### src/rtl/uart_word_serdes.sv
// Word/byte converter between the UART byte FIFOs and the register side.
// TX splits a DATA_W word into bytes LSB first; RX reassembles words with an inter-byte timeout.
module uart_word_serdes #(
    parameter int DATA_W      = 11,
    parameter int TIMEOUT_CYC = 1024
) (
    input  logic              clk,
    input  logic              rst_n,
    input  logic              en,
    input  logic              sw_rst,
    input  logic [DATA_W-1:0] word_in_data,
    input  logic              word_in_valid,
    output logic              word_in_ready,
    output logic [7:0]        byte_out_data,
    output logic              byte_out_valid,
    input  logic              byte_out_ready,
    input  logic [7:0]        byte_in_data,
    input  logic              byte_in_valid,
    output logic              byte_in_ready,
    output logic [DATA_W-1:0] word_out_data,
    output logic              word_out_valid,
    input  logic              word_out_ready,
    output logic              tx_busy,
    output logic              rx_busy,
    output logic              rx_timeout_err
);

    localparam int NB = (DATA_W + 7) / 8;
    localparam int PW = NB * 8;
    localparam int CW = (NB > 1) ? $clog2(NB) : 1;
    localparam logic [CW-1:0] LAST_SLOT = CW'(NB - 1);

    typedef enum logic {TX_IDLE, TX_SEND} tx_state_t;
    typedef enum logic {RX_COLLECT, RX_HOLD} rx_state_t;

    tx_state_t         tx_state;
    logic [PW-1:0]     tx_sh;
    logic [CW-1:0]     tx_idx;

    rx_state_t         rx_state;
    logic [CW-1:0]     rx_cnt;
    logic [DATA_W-1:0] rx_buf;
    logic [DATA_W-1:0] asm_word;
    logic [DATA_W-1:0] word_q;
    logic              err_q;
    logic              byte_acc;
    logic              timeout_fire;

    // Readies are gated by sw_rst so a handshake in the soft-reset cycle never happens upstream.
    assign word_in_ready  = en && !sw_rst && (tx_state == TX_IDLE);
    assign byte_out_valid = (tx_state == TX_SEND);
    assign byte_out_data  = tx_sh[7:0];
    assign tx_busy        = (tx_state == TX_SEND);

    assign byte_in_ready  = en && !sw_rst && (rx_state == RX_COLLECT);
    assign byte_acc       = byte_in_valid && byte_in_ready;
    assign word_out_valid = (rx_state == RX_HOLD);
    assign word_out_data  = word_q;
    assign rx_busy        = (rx_cnt != '0);
    assign rx_timeout_err = err_q;

    // TX: the word is held zero-padded in a shift register, so the low byte is always the one on the wire.
    always_ff @(posedge clk or negedge rst_n) begin
        // NOTE: state registers use non-blocking assignments so every flop samples pre-edge values.
        if (!rst_n) begin
            tx_state <= TX_IDLE;
            tx_sh    <= '0;
            tx_idx   <= '0;
        end else if (sw_rst) begin
            tx_state <= TX_IDLE;
            tx_sh    <= '0;
            tx_idx   <= '0;
        end else begin
            case (tx_state)
                TX_IDLE: begin
                    if (word_in_valid && word_in_ready) begin
                        tx_sh    <= PW'(word_in_data);
                        tx_idx   <= '0;
                        tx_state <= TX_SEND;
                    end
                end
                TX_SEND: begin
                    if (byte_out_ready) begin
                        tx_sh <= tx_sh >> 8;
                        if (tx_idx == LAST_SLOT) begin
                            tx_idx   <= '0;
                            tx_state <= TX_IDLE;
                        end else begin
                            tx_idx <= tx_idx + 1'b1;
                        end
                    end
                end
                default: tx_state <= TX_IDLE;
            endcase
        end
    end

    // Partial word with the incoming byte merged into slot rx_cnt; bits above DATA_W fall away here.
    always_comb begin
        // NOTE: default assignment first so no path leaves asm_word unassigned (no latch).
        asm_word = rx_buf;
        for (int b = 0; b < DATA_W; b++) begin
            if (rx_cnt == CW'(b / 8)) asm_word[b] = byte_in_data[b % 8];
        end
    end

    always_ff @(posedge clk or negedge rst_n) begin
        if (!rst_n) begin
            rx_state <= RX_COLLECT;
            rx_cnt   <= '0;
            rx_buf   <= '0;
            word_q   <= '0;
            err_q    <= 1'b0;
        end else if (sw_rst) begin
            rx_state <= RX_COLLECT;
            rx_cnt   <= '0;
            rx_buf   <= '0;
            word_q   <= '0;
            err_q    <= 1'b0;
        end else begin
            case (rx_state)
                RX_COLLECT: begin
                    if (byte_acc) begin
                        if (rx_cnt == LAST_SLOT) begin
                            word_q   <= asm_word;
                            rx_buf   <= '0;
                            rx_cnt   <= '0;
                            rx_state <= RX_HOLD;
                        end else begin
                            rx_buf <= asm_word;
                            rx_cnt <= rx_cnt + 1'b1;
                        end
                    end else if (timeout_fire) begin
                        rx_buf <= '0;
                        rx_cnt <= '0;
                        err_q  <= 1'b1;
                    end
                end
                RX_HOLD: begin
                    if (word_out_ready) rx_state <= RX_COLLECT;
                end
                default: rx_state <= RX_COLLECT;
            endcase
        end
    end

    generate
        if (TIMEOUT_CYC > 0) begin : g_timeout
            localparam int TW = (TIMEOUT_CYC > 1) ? $clog2(TIMEOUT_CYC) : 1;
            localparam logic [TW-1:0] IDLE_LAST = TW'(TIMEOUT_CYC - 1);

            logic [TW-1:0] idle_cnt;
            logic          idle_cycle;

            // An accepted byte in the limit cycle suppresses the timeout because idle_cycle is then low.
            assign idle_cycle   = (rx_state == RX_COLLECT) && (rx_cnt != '0) && !byte_acc;
            assign timeout_fire = idle_cycle && (idle_cnt == IDLE_LAST);

            always_ff @(posedge clk or negedge rst_n) begin
                if (!rst_n) begin
                    idle_cnt <= '0;
                end else if (sw_rst || !idle_cycle || timeout_fire) begin
                    idle_cnt <= '0;
                end else begin
                    idle_cnt <= idle_cnt + 1'b1;
                end
            end
        end else begin : g_no_timeout
            assign timeout_fire = 1'b0;
        end
    endgenerate

endmodule

### config.mk
export PLATFORM = sky130hd
export DESIGN_NAME = uart_word_serdes
export DESIGN_NICKNAME = d
export VERILOG_FILES = /design/src/rtl/uart_word_serdes.sv
export SDC_FILE = /design/constraint.sdc
export NUM_CORES = 1
export LEC_CHECK = 0
export CAP_MARGIN = 20
export CORE_MARGIN = 4
export CORE_UTILIZATION = 38
export CTS_CLUSTER_SIZE = 14
export DETAILED_ROUTE_END_ITERATION = 10
export PLACE_DENSITY = 0.74
export RECOVER_POWER = 50
export SETUP_SLACK_MARGIN = 0.15
export SKIP_LAST_GASP = 1
export SYNTH_ARGS = -nofsm -noshare
export SYNTH_HDL_FRONTEND = slang
export SYNTH_SLANG_ARGS = --single-unit
### constraint.sdc
create_clock -name clk -period 2 [get_ports clk]
set_clock_uncertainty 0.15 [all_clocks]
set_input_delay 0.4 -clock clk [delete_from_list [all_inputs] [get_ports clk]]
set_output_delay 0.4 -clock clk [all_outputs]
set_load 0.02 [all_outputs]
==> results of run 1 <==
logic make-up (layout without fill, tap and decap cells):
| group | count (synthesis) | in the layout | synth area share |
|---|---|---|---|
| buf+inv | 32 | 101 | 0.0765 |
| xor+xnor | 3 | 3 | 0.0123 |
| flops | 45 | 45 | 0.526 |
| fa+ha+maj | 1 | 1 | 0.00584 |
| compound gates | 37 | 37 | 0.129 |
| mux | 15 | 15 | 0.0718 |
| simple gates | 68 | 68 | 0.179 |
metal layers:
| metal | part of all wire | up-vias | track usage |
|---|---|---|---|
| met4 | 0.024 | 0 | 0.0654 |
| met1 | 0.46 | 866 | 0.202 |
| li1 | - | 851 | - |
| met2 | 0.47 | 48 | 0.235 |
| met5 | 0 | - | 0 |
| met3 | 0.051 | 9 | 0.0417 |
final cells by class:
| cell class | count | area [sq um] | area share |
|---|---|---|---|
| multi-input combinational | 124 | 878 | 0.304 |
| tap | 72 | 90.1 | 0.0312 |
| clock buffer | 7 | 86.3 | 0.0299 |
| sequential | 45 | 1130 | 0.390 |
| timing repair buffer | 80 | 656 | 0.227 |
| inverter | 14 | 52.6 | 0.0182 |
sequential cells by signal (all words and copies together), names as in the netlist:
name / cells
rx_buf: 8
g_timeout.idle_cnt: 10
byte_out_valid: 1
rx_timeout_err: 1
tx_idx: 1
rx_busy: 1
word_out_data: 11
word_out_valid: 1
tx_sh: 11
repair_timing:
item	in CTS	in global routing
gates resized for setup	12	22
buffers inserted	4	3
endpoints found under the hold margin	45	0
hold buffers	1	0
pin swaps	0	11
setup endpoints to repair	22	29
how the worst max path moves through the flow:
stage / start / end / slack, ns
floorplan: g_timeout.idle_cnt[0]$_DFF_PN0_ / rx_buf[0]$_DFFE_PN0P_ / 0.16
global placement: sw_rst / word_in_ready / -0.24
detailed placement: sw_rst / word_in_ready / -0.27
CTS: en / byte_in_ready / 0.02
global route: g_timeout.idle_cnt[1]$_DFF_PN0_ / rx_buf[2]$_DFFE_PN0P_ / 0.09
finish: g_timeout.idle_cnt[1]$_DFF_PN0_ / rx_buf[6]$_DFFE_PN0P_ / 0.15
where the power goes:
group / switching, mW / leakage, nW / total, mW / internal, mW
Combinational: 0.147 / 0.730 / 0.298 / 0.150
Sequential: 0.0220 / 0.614 / 0.969 / 0.947
Clock: 0.279 / 0.0443 / 0.553 / 0.274
Total: 0.448 / 1.39 / 1.82 / 1.37
metrics by stage:
| step | instance area, sq um | setup TNS, ns |
|---|---|---|
| after floorplan | 2140 | 0 |
| after global placement | 2800 | -3.27 |
| after detailed placement | 2800 | -4.30 |
| after CTS | 2920 | 0 |
| after global routing | 2890 | 0 |
| final | 2890 | 0 |
Yosys cell counts (all sizes together) (5+ instances only):
master	n	area (sq um)
a21oi	7	35.0
a31o	8	70.1
a32o	9	90.1
and3	9	56.3
buf	13	92.6
clkbuf	5	18.8
dfrtp	45	1130
inv	14	52.6
mux2i	12	120
nand2	17	63.8
nand3	11	55.1
nor2	7	26.3
o21ai	7	35.0
critical path, cell delays in order, from the launching register on:
cell and delay, ns:
dfrtp_1 0.43, ha_4 0.18, nand4_4 0.10, or4_4 0.63, a32o_1 0.25
cell usage in the layout, fill, tap and decap left out, types with 4 or more instances in the layout:
| cell | instances |
|---|---|
| a21oi_1 | 7 |
| a31o_2 | 8 |
| a32o_1 | 9 |
| and3_1 | 9 |
| buf_2 | 4 |
| buf_4 | 25 |
| clkbuf_1 | 12 |
| clkbuf_8 | 6 |
| clkdlybuf4s50_1 | 30 |
| dfrtp_1 | 45 |
| dlygate4sd2_1 | 4 |
| dlymetal6s2s_1 | 4 |
| inv_1 | 14 |
| mux2i_1 | 12 |
| nand2_1 | 15 |
| nand3_1 | 11 |
| nor2_1 | 7 |
| nor3_1 | 4 |
| o21ai_0 | 7 |
==> results.txt, run 1 <==
Reg clk slew, reported paths = 0.07 ns
vias in the first global route = 1802
# IOs = 53
final hold vios = 0
outcome = completed
dpl hpwl = 3.59 mm
total die area = 6900 sq um
RSZ-0062 raised after global routing = yes
CP required = 2.03 ns
post-route minimum period = 1.85 ns
Synth cell types = 38
Max Buffers Root-to-Sink = 2
drt total wl = 5.04 mm
sequential-to-total area share from yosys stat = 0.526
crit share post-route = 0.925
# fillers = 531
DP Cell Count = 327
HP Start = tx_idx$_DFFE_PN0P_
Reg-to-Reg Start = g_timeout.idle_cnt[1]$_DFF_PN0_
Synth warnings = 0
Post-synth EDFFs = 0
vias = 1774
total chip power = 1.82 mW
final core occ = 0.528
Synth async-reset ratio = 1.00
drt wl/cell = 14.7 microns
reg2reg path depth = 4
H-Tree Depth = 2
Worst Hold Class = reg -> reg
Placer Congestion = 0.783
cts bufs inserted = 5
crit end category = register
Synth Register Bits = 45
Die W = 83.1 microns
# clock sinks = 45
Hold Crit Depth = 1
first-pass GRT wire length = 8.53 mm
VDD IR max = 310 uV
Hold Slack = 0.333 ns
Mapped Area = 2140 sq um
Synth Flop Type = dfrtp_1
Via density = 5.19
Least-Margin Pin Slew = 0.965 ns
RR Endpoint = rx_buf[6]$_DFFE_PN0P_
CP arrival = 1.88 ns
Setup Crit Path Kind = reg -> reg
Hold Path End = tx_idx$_DFFE_PN0P_
PortBufs = 52
FP Rows = 27
Starting DRT DRC Count = 77
P_leak = 1.39 nW
Final WS setup = 0.150 ns
startpoint type of the worst setup path = register
synthesis-to-finish area growth = 34.9%
initial core utilization = 0.391
Avg Cell Area, Syn = 10.7 sq um
Max Slew Vio Count = 0
pre-CTS setup slack = -0.266 ns
Core ar. = 5470 sq um
Cell Pwr Density = 630 nW/um^2
clock latency on the worst-skew pair = 0.29 ns
DRT Pass-1 Iters = 4
Post-DRT Antenna Nets = 0
DRC = 0
Post-Syn Instances = 201
Total GRT Usage = 0.153
worst relative slew slack = 0.356
largest net degree at the start of global routing = 46
die span in y = 83.1 microns
CTS tree = done
fraction of layout cells with a size suffix above 1 = 0.204
Diodes inserted = 0
Setup-failing EPs final = 0
initial antenna violation count = 0
GRT overflow = 0
max_cap viols = 0
Peak Freq = 540 MHz
critical path peak fanout = 8
Post-Syn Nets = 229
Post-Layout Cell Count = 342
r2r setup slk = 0.15 ns
number of nets in the layout = 298
root buffer cell = clkbuf_8
Note: power is estimated with default switching activity, not from simulation.
==> run 2, diff against run 1 <==
PLACE_DENSITY = 0.77   (was 0.74)
clock period = 1.6 ns   (was 2 ns; I/O delays follow)
==> run 2 against run 1 <==
Largest power group unchanged. Register-to-register slack lost 0.31 ns. First-iteration DRC count is 17% lower. Setup slack got worse by 0.31 ns. Global-route usage rose by 1.7 points. Wire length is 26% higher. Total power grew 31%. The run now ends with negative setup slack left.
==> results.txt, run 2 (synthesized netlist as in run 1, its figures left out) <==
outcome = finished with violations
failing checks = negative setup slack
root buffer cell = clkbuf_8
total die area = 6900 sq um
vias in the first global route = 1905
dpl hpwl = 3.72 mm
initial core utilization = 0.391
M2 GR Usage = 0.284
Total GRT Usage = 0.170
cts bufs inserted = 5
vias = 1947
Via density = 5.32
# IOs = 53
drt wl/cell = 17.4 microns
Reg clk slew, reported paths = 0.09 ns
startpoint type of the worst setup path = register
DRT Pass-1 Iters = 6
crit path capture = rx_buf[3]$_DFFE_PN0P_
GRT overflow = 0
met1 Usage GRT = 0.216
Setup Crit Path Kind = reg -> reg
initial antenna violation count = 0
Final WS setup = -0.160 ns
DRC = 0
crit end category = register
RR Endpoint = rx_buf[3]$_DFFE_PN0P_
area of the multi-input gates = 1190 sq um
Top Usage Layer GRT = met2
Starting DRT DRC Count = 64
Max Buffers Root-to-Sink = 2
Core ar. = 5470 sq um
r2r setup slk = -0.16 ns
synthesis-to-finish area growth = 60.7%
CP peak stage delay = 0.61 ns
Die W = 83.1 microns
Max Slew Vio Count = 0
Worst Hold Class = reg -> reg
Least-Margin Pin Slew = 0.617 ns
fraction of layout cells with a size suffix above 1 = 0.490
Cell Pwr Density = 689 nW/um^2
Peak Freq = 568 MHz
Diodes inserted = 0
CP required = 1.65 ns
clock latency on the worst-skew pair = 0.30 ns
met3 Resource Use GR = 0.0387
P_leak = 1.59 nW
WP buf/inv = 0
VDD IR max = 370 uV
slowest library cell on the worst path = or4_4
H-Tree Depth = 2
area post-placement = 2940 sq um
post-route cell area = 3440 sq um
largest net degree at the start of global routing = 46
crit share post-route = 1.10
number of nets in the layout = 321
RSZ-0062 raised after global routing = yes
drt total wl = 6.36 mm
Placer Congestion = 0.809
total chip power = 2.37 mW
final hold vios = 0
PortBufs = 52
critical path peak fanout = 8
reg2reg path depth = 3
Setup-failing EPs final = 29
Post-DRT Antenna Nets = 0
WP depth = 3
worst path cell trace = nand2b_4, or4_4, a32o_1
first-pass GRT wire length = 9.51 mm
CTS tree = done
# clock sinks = 45
Reg-to-Reg Start = word_out_valid$_DFF_PN0_
most common cell after layout, fill and taps aside = dfrtp_1
max_cap viols = 0
post-route minimum period = 1.76 ns
FP Rows = 27
# fillers = 440
CP arrival = 1.81 ns
die span in y = 83.1 microns
worst relative slew slack = 0.589
most frequent cells in the layout = dfrtp_1 (42), buf_4 (33), clkdlybuf4s50_1 (23)
Crit path max-delay family = simple AND/OR/NAND/NOR gates
Crit. Startpoint = word_out_valid$_DFF_PN0_
flip-flop and latch area = 1130 sq um
## run 2: cell types whose count changed in the layout (fill, tap and decap cells not counted), moves of 5 or more
cell | before | now
a31o_2 | 8 | 1
and3_1 | 9 | 4
buf_4 | 25 | 33
clkbuf_1 | 12 | 0
a21oi_1 | 7 | 2
nand3_2 | 0 | 7
buf_2 | 4 | 18
a31o_4 | 0 | 7
nand3_1 | 11 | 3
buf_6 | 1 | 18
and3_4 | 0 | 5
clkdlybuf4s50_1 | 30 | 23
## run 2: routing by layer
layer | vias to the layer above | share of wire
met5 | - | 0
met4 | 0 | 0.014
met3 | 8 | 0.048
met2 | 72 | 0.50
met1 | 966 | 0.43
li1 | 901 | -
## run 2: through the flow
stage,utilization,TNS [ns],std cells,hold slack (ns),worst slack (ns)
2_1_floorplan,-,-1.67,201,-0.126,-0.195
5_1_grt,0.629,-4.47,366,0.389,-0.203
6_report,0.629,-2.86,366,0.366,-0.160
4_1_cts,0.595,-2.52,359,0.328,-0.180
3_5_place_dp,0.537,-19.39,338,0.169,-0.622
3_3_place_gp,0.537,-17.68,338,0.167,-0.717
## run 2: final cells by class
type / instances / share of cell area
timing repair buffer: 102 / 0.257
clock buffer: 5 / 0.0200
clock inverter: 3 / 0.00618
tap: 72 / 0.0262
sequential: 45 / 0.328
multi-input combinational: 125 / 0.347
inverter: 14 / 0.0153
## run 2: how the worst min path moves through the flow
stage / startpoint / end / depth (start not counted)
after floorplan: rst_n / byte_out_valid$_DFF_PN0_ / 0
after global routing: tx_sh[8]$_DFFE_PN0P_ / tx_sh[8]$_DFFE_PN0P_ / 2
final: tx_idx$_DFFE_PN0P_ / tx_idx$_DFFE_PN0P_ / 1
after global placement: rst_n / g_timeout.idle_cnt[0]$_DFF_PN0_ / 2
after detailed placement: rst_n / g_timeout.idle_cnt[1]$_DFF_PN0_ / 2
after CTS: tx_idx$_DFFE_PN0P_ / tx_idx$_DFFE_PN0P_ / 1
## run 2: repair_timing
item / in CTS / in global routing
gates cloned: 1 / 0
endpoints found under the setup margin: 70 / 65
setup buffers: 11 / 7
hold buffers: 1 / 0
endpoints found under the hold margin: 45 / 0
gates resized for setup: 121 / 62
pin swaps: 20 / 30
## run 2: worst register-to-register path: stages, from the launching register on
cell and delay [ns]:
dfrtp_2 0.47, nand2b_4 0.16, or4_4 0.61, a32o_1 0.28
## run 2: where the power goes
part	leakage, nW	total (mW)	internal [mW]	switching, mW
clock	0.0445	0.710	0.310	0.400
sequential	0.609	1.22	1.18	0.0315
combinational	0.937	0.449	0.224	0.225
==> run 3, diff against run 2 <==
ABC_AREA = 1   (was not set)
PLACE_DENSITY = 0.68   (was 0.77)
==> run 3 against run 2 <==
The flow now finishes without violations. Final cell count grew 9.0%. Maximum frequency grew 14%. Critical path depth is the same. Synthesized cell count grew 24%. Hold slack lost 0.027 ns. Sequential power grew 4%. Register-to-register slack gained 0.23 ns. Setup slack gained 0.21 ns. Non-clock buffer count shrank 14. Via count shrank 2.4%. Design area shrank 9.9%. Critical endpoint is now word_out_valid. Largest power group unchanged.
==> results.txt, run 3 <==
Synth async-reset ratio = 1.00
Crit path max-delay family = flip-flops
Post-DRT Antenna Nets = 0
setup TNS = 0 ns
Post-Syn Nets = 278
DRT Pass-1 Iters = 4
most frequent cells in the layout = nand2_1 (72), dfrtp_1 (46), nand3_1 (39)
fraction of layout cells with a size suffix above 1 = 0.275
synthesis-to-finish area growth = 41.8%
Hold Crit Depth = 2
crit end category = primary output
post-route minimum period = 1.55 ns
outcome = completed
r2r setup slk = 0.07 ns
Core ar. = 5540 sq um
Via density = 4.76
Synth Flop Type = dfrtp_1
number of nets in the layout = 354
WP buf/inv = 3
dpl hpwl = 3.47 mm
Post-synth top cells = nand2_1 (77), dfrtp_1 (47), nand3_1 (44), nor2_1 (17)
Synth warnings = 0
Synth area leader = dfrtp_1
Starting DRT DRC Count = 62
top-area cell type share of the netlist area = 0.538
Synth cell types = 28
VDD IR max = 412 uV
Synth Area in Simple Gates = 0.308
vias = 1900
Max Buffers Root-to-Sink = 2
Cell Pwr Density = 840 nW/um^2
Peak Freq = 645 MHz
post-synthesis adder-cell area fraction = 0.00572
sequential-to-total area share from yosys stat = 0.538
Reg clk slew, reported paths = 0.09 ns
GRT overflow = 0
CTS tree = done
die span in y = 83.9 microns
Hold Slack = 0.339 ns
worst path cell trace = buf_4, buf_4, buf_6
Diodes inserted = 0
largest net degree at the start of global routing = 48
critical path peak fanout = 2
first-pass GRT wire length = 8.97 mm
Post-Synth XOR/XNOR Area = 0.0280
FP Rows = 27
max_cap viols = 0
Hold Path End = tx_sh[0]$_DFFE_PN0P_
total die area = 7030 sq um
P_leak = 1.52 nW
total chip power = 2.61 mW
largest family of logic cells by synthesized area = simple AND/OR/NAND/NOR gates
Post-synth EDFFs = 0
most common cell in the netlist = nand2_1
# fillers = 542
Placer Congestion = 0.768
Post-Syn Instances = 250
CP peak stage delay = 0.39 ns
worst relative slew slack = 0.568
most frequent CP cell = buf_4
startpoint type of the worst setup path = register
Synth Register Bits = 47
Setup-failing EPs final = 0
Total GRT Usage = 0.157
Avg Cell Area, Syn = 8.75 sq um
Max Slew Vio Count = 0
Die W = 83.9 microns
Least-Margin Pin Slew = 0.648 ns
drt total wl = 5.26 mm
clock latency on the worst-skew pair = 0.31 ns
DRC = 0
vias in the first global route = 1944
PortBufs = 52
compound-gate portion of the synthesized area = 0.0412
final hold vios = 0
leading post-synthesis cells by cell area = dfrtp_1 (54%), nand2_1 (13%), nand3_1 (10%)
initial antenna violation count = 0
cts bufs inserted = 5
Worst Hold Class = reg -> reg
Reg-to-Reg Start = g_timeout.idle_cnt[0]$_DFF_PN0_
root buffer cell = clkbuf_8
slowest library cell on the worst path = dfrtp_1
initial core utilization = 0.395
HP Start = tx_sh[0]$_DFFE_PN0P_
drt wl/cell = 13.2 microns
# IOs = 53
Setup Crit Path Kind = reg -> out
most common cell after layout, fill and taps aside = nand2_1
Mapped Area = 2190 sq um
RSZ-0062 raised after global routing = yes
RR Endpoint = rx_busy$_DFFE_PN0P_
CP arrival = 1.08 ns
CP required = 1.13 ns
# clock sinks = 47
crit share post-route = 0.968
reg2reg path depth = 9
mux cell area share after synthesis = 0
H-Tree Depth = 2
==> run 3: cell count changes in the layout (fill, tap and decap cells not counted), sizes merged, moves of 4 or more <==
| cell | change |
|---|---|
| buf | -28 |
| a32o | -9 |
| a31o | -8 |
| clkbuf | +14 |
| nand2 | +63 |
| mux2i | -12 |
| nor2 | +13 |
| nand3 | +35 |
| and3 | -9 |
| xor2 | +4 |
==> run 3: what timing repair did <==
item                                   CTS  global route
buffers inserted                         7             6
endpoints found under the hold margin   47             0
setup endpoints to repair               72            64
gates resized for setup                108            32
hold buffers                             1             0
pin swaps                                6             9
==> run 3: how the worst max path moves through the flow <==
stage	cells past startpoint	endpoint	from	slack [ns]
after floorplan	9	rx_buf[0]$_DFFE_PN0P_	g_timeout.idle_cnt[0]$_DFF_PN0_	0.11
after global placement	5	word_in_ready	sw_rst	-0.54
after detailed placement	5	word_in_ready	sw_rst	-0.55
after CTS	10	rx_buf[4]$_DFFE_PN0P_	word_out_valid$_DFF_PN0_	0.06
after global routing	9	rx_buf[6]$_DFFE_PN0P_	g_timeout.idle_cnt[0]$_DFF_PN0_	-0.01
final	3	word_out_valid	word_out_valid$_DFF_PN0_	0.05
==> run 3: final cells by class <==
| type | instances | area (sq um) | share of cell area |
|---|---|---|---|
| flip-flops and latches | 47 | 1180 | 0.380 |
| multi-input cells | 172 | 946 | 0.305 |
| repair buffers | 88 | 717 | 0.231 |
| inverters | 12 | 50.0 | 0.0161 |
| clock buffers | 6 | 82.6 | 0.0266 |
| clock inverters | 2 | 38.8 | 0.0125 |
| well taps | 72 | 90.1 | 0.0290 |
==> run 3: cell families (layout without fill, tap and decap cells) <==
kind of cell	count (synthesis)	after routing
XOR/XNOR	7	7
AO/OA/AOI/OAI	13	13
buffers and inverters	31	108
flip-flops	47	47
AND/OR/NAND/NOR	151	151
adder cells (fa/ha/maj)	1	1
==> run 3: per-layer routing <==
layer,routed length [microns],GRT usage,vias to the layer above
met5,0,0,-
met4,74,0.0512,0
met3,264,0.0365,7
met2,2770,0.272,42
met1,2150,0.192,904
li1,-,-,947
==> run 3: power breakdown <==
group          leakage (nW)  switching, mW  internal, mW
Clock                0.0618          0.421         0.514
Combinational         0.816          0.226         0.175
Sequential            0.640         0.0319          1.24
==> run 3: worst min-delay path, delay by kind of cell, from the launching register on <==
kind,cells,cell delay [ns]
AO/OA/AOI/OAI,1,0.06
flip-flops,1,0.35
AND/OR/NAND/NOR,1,0.05
==> run 3: metrics by stage <==
| step | std cells | util | worst slack [ns] | cell area [sq um] |
|---|---|---|---|---|
| 2_1_floorplan | 250 | - | 0.110 | 2200 |
| 3_3_place_gp | 377 | 0.514 | -0.537 | 2850 |
| 3_5_place_dp | 377 | 0.514 | -0.553 | 2850 |
| 4_1_cts | 393 | 0.561 | 0.0620 | 3110 |
| 5_1_grt | 399 | 0.560 | -0.0123 | 3100 |
| 6_report | 399 | 0.560 | 0.0505 | 3100 |
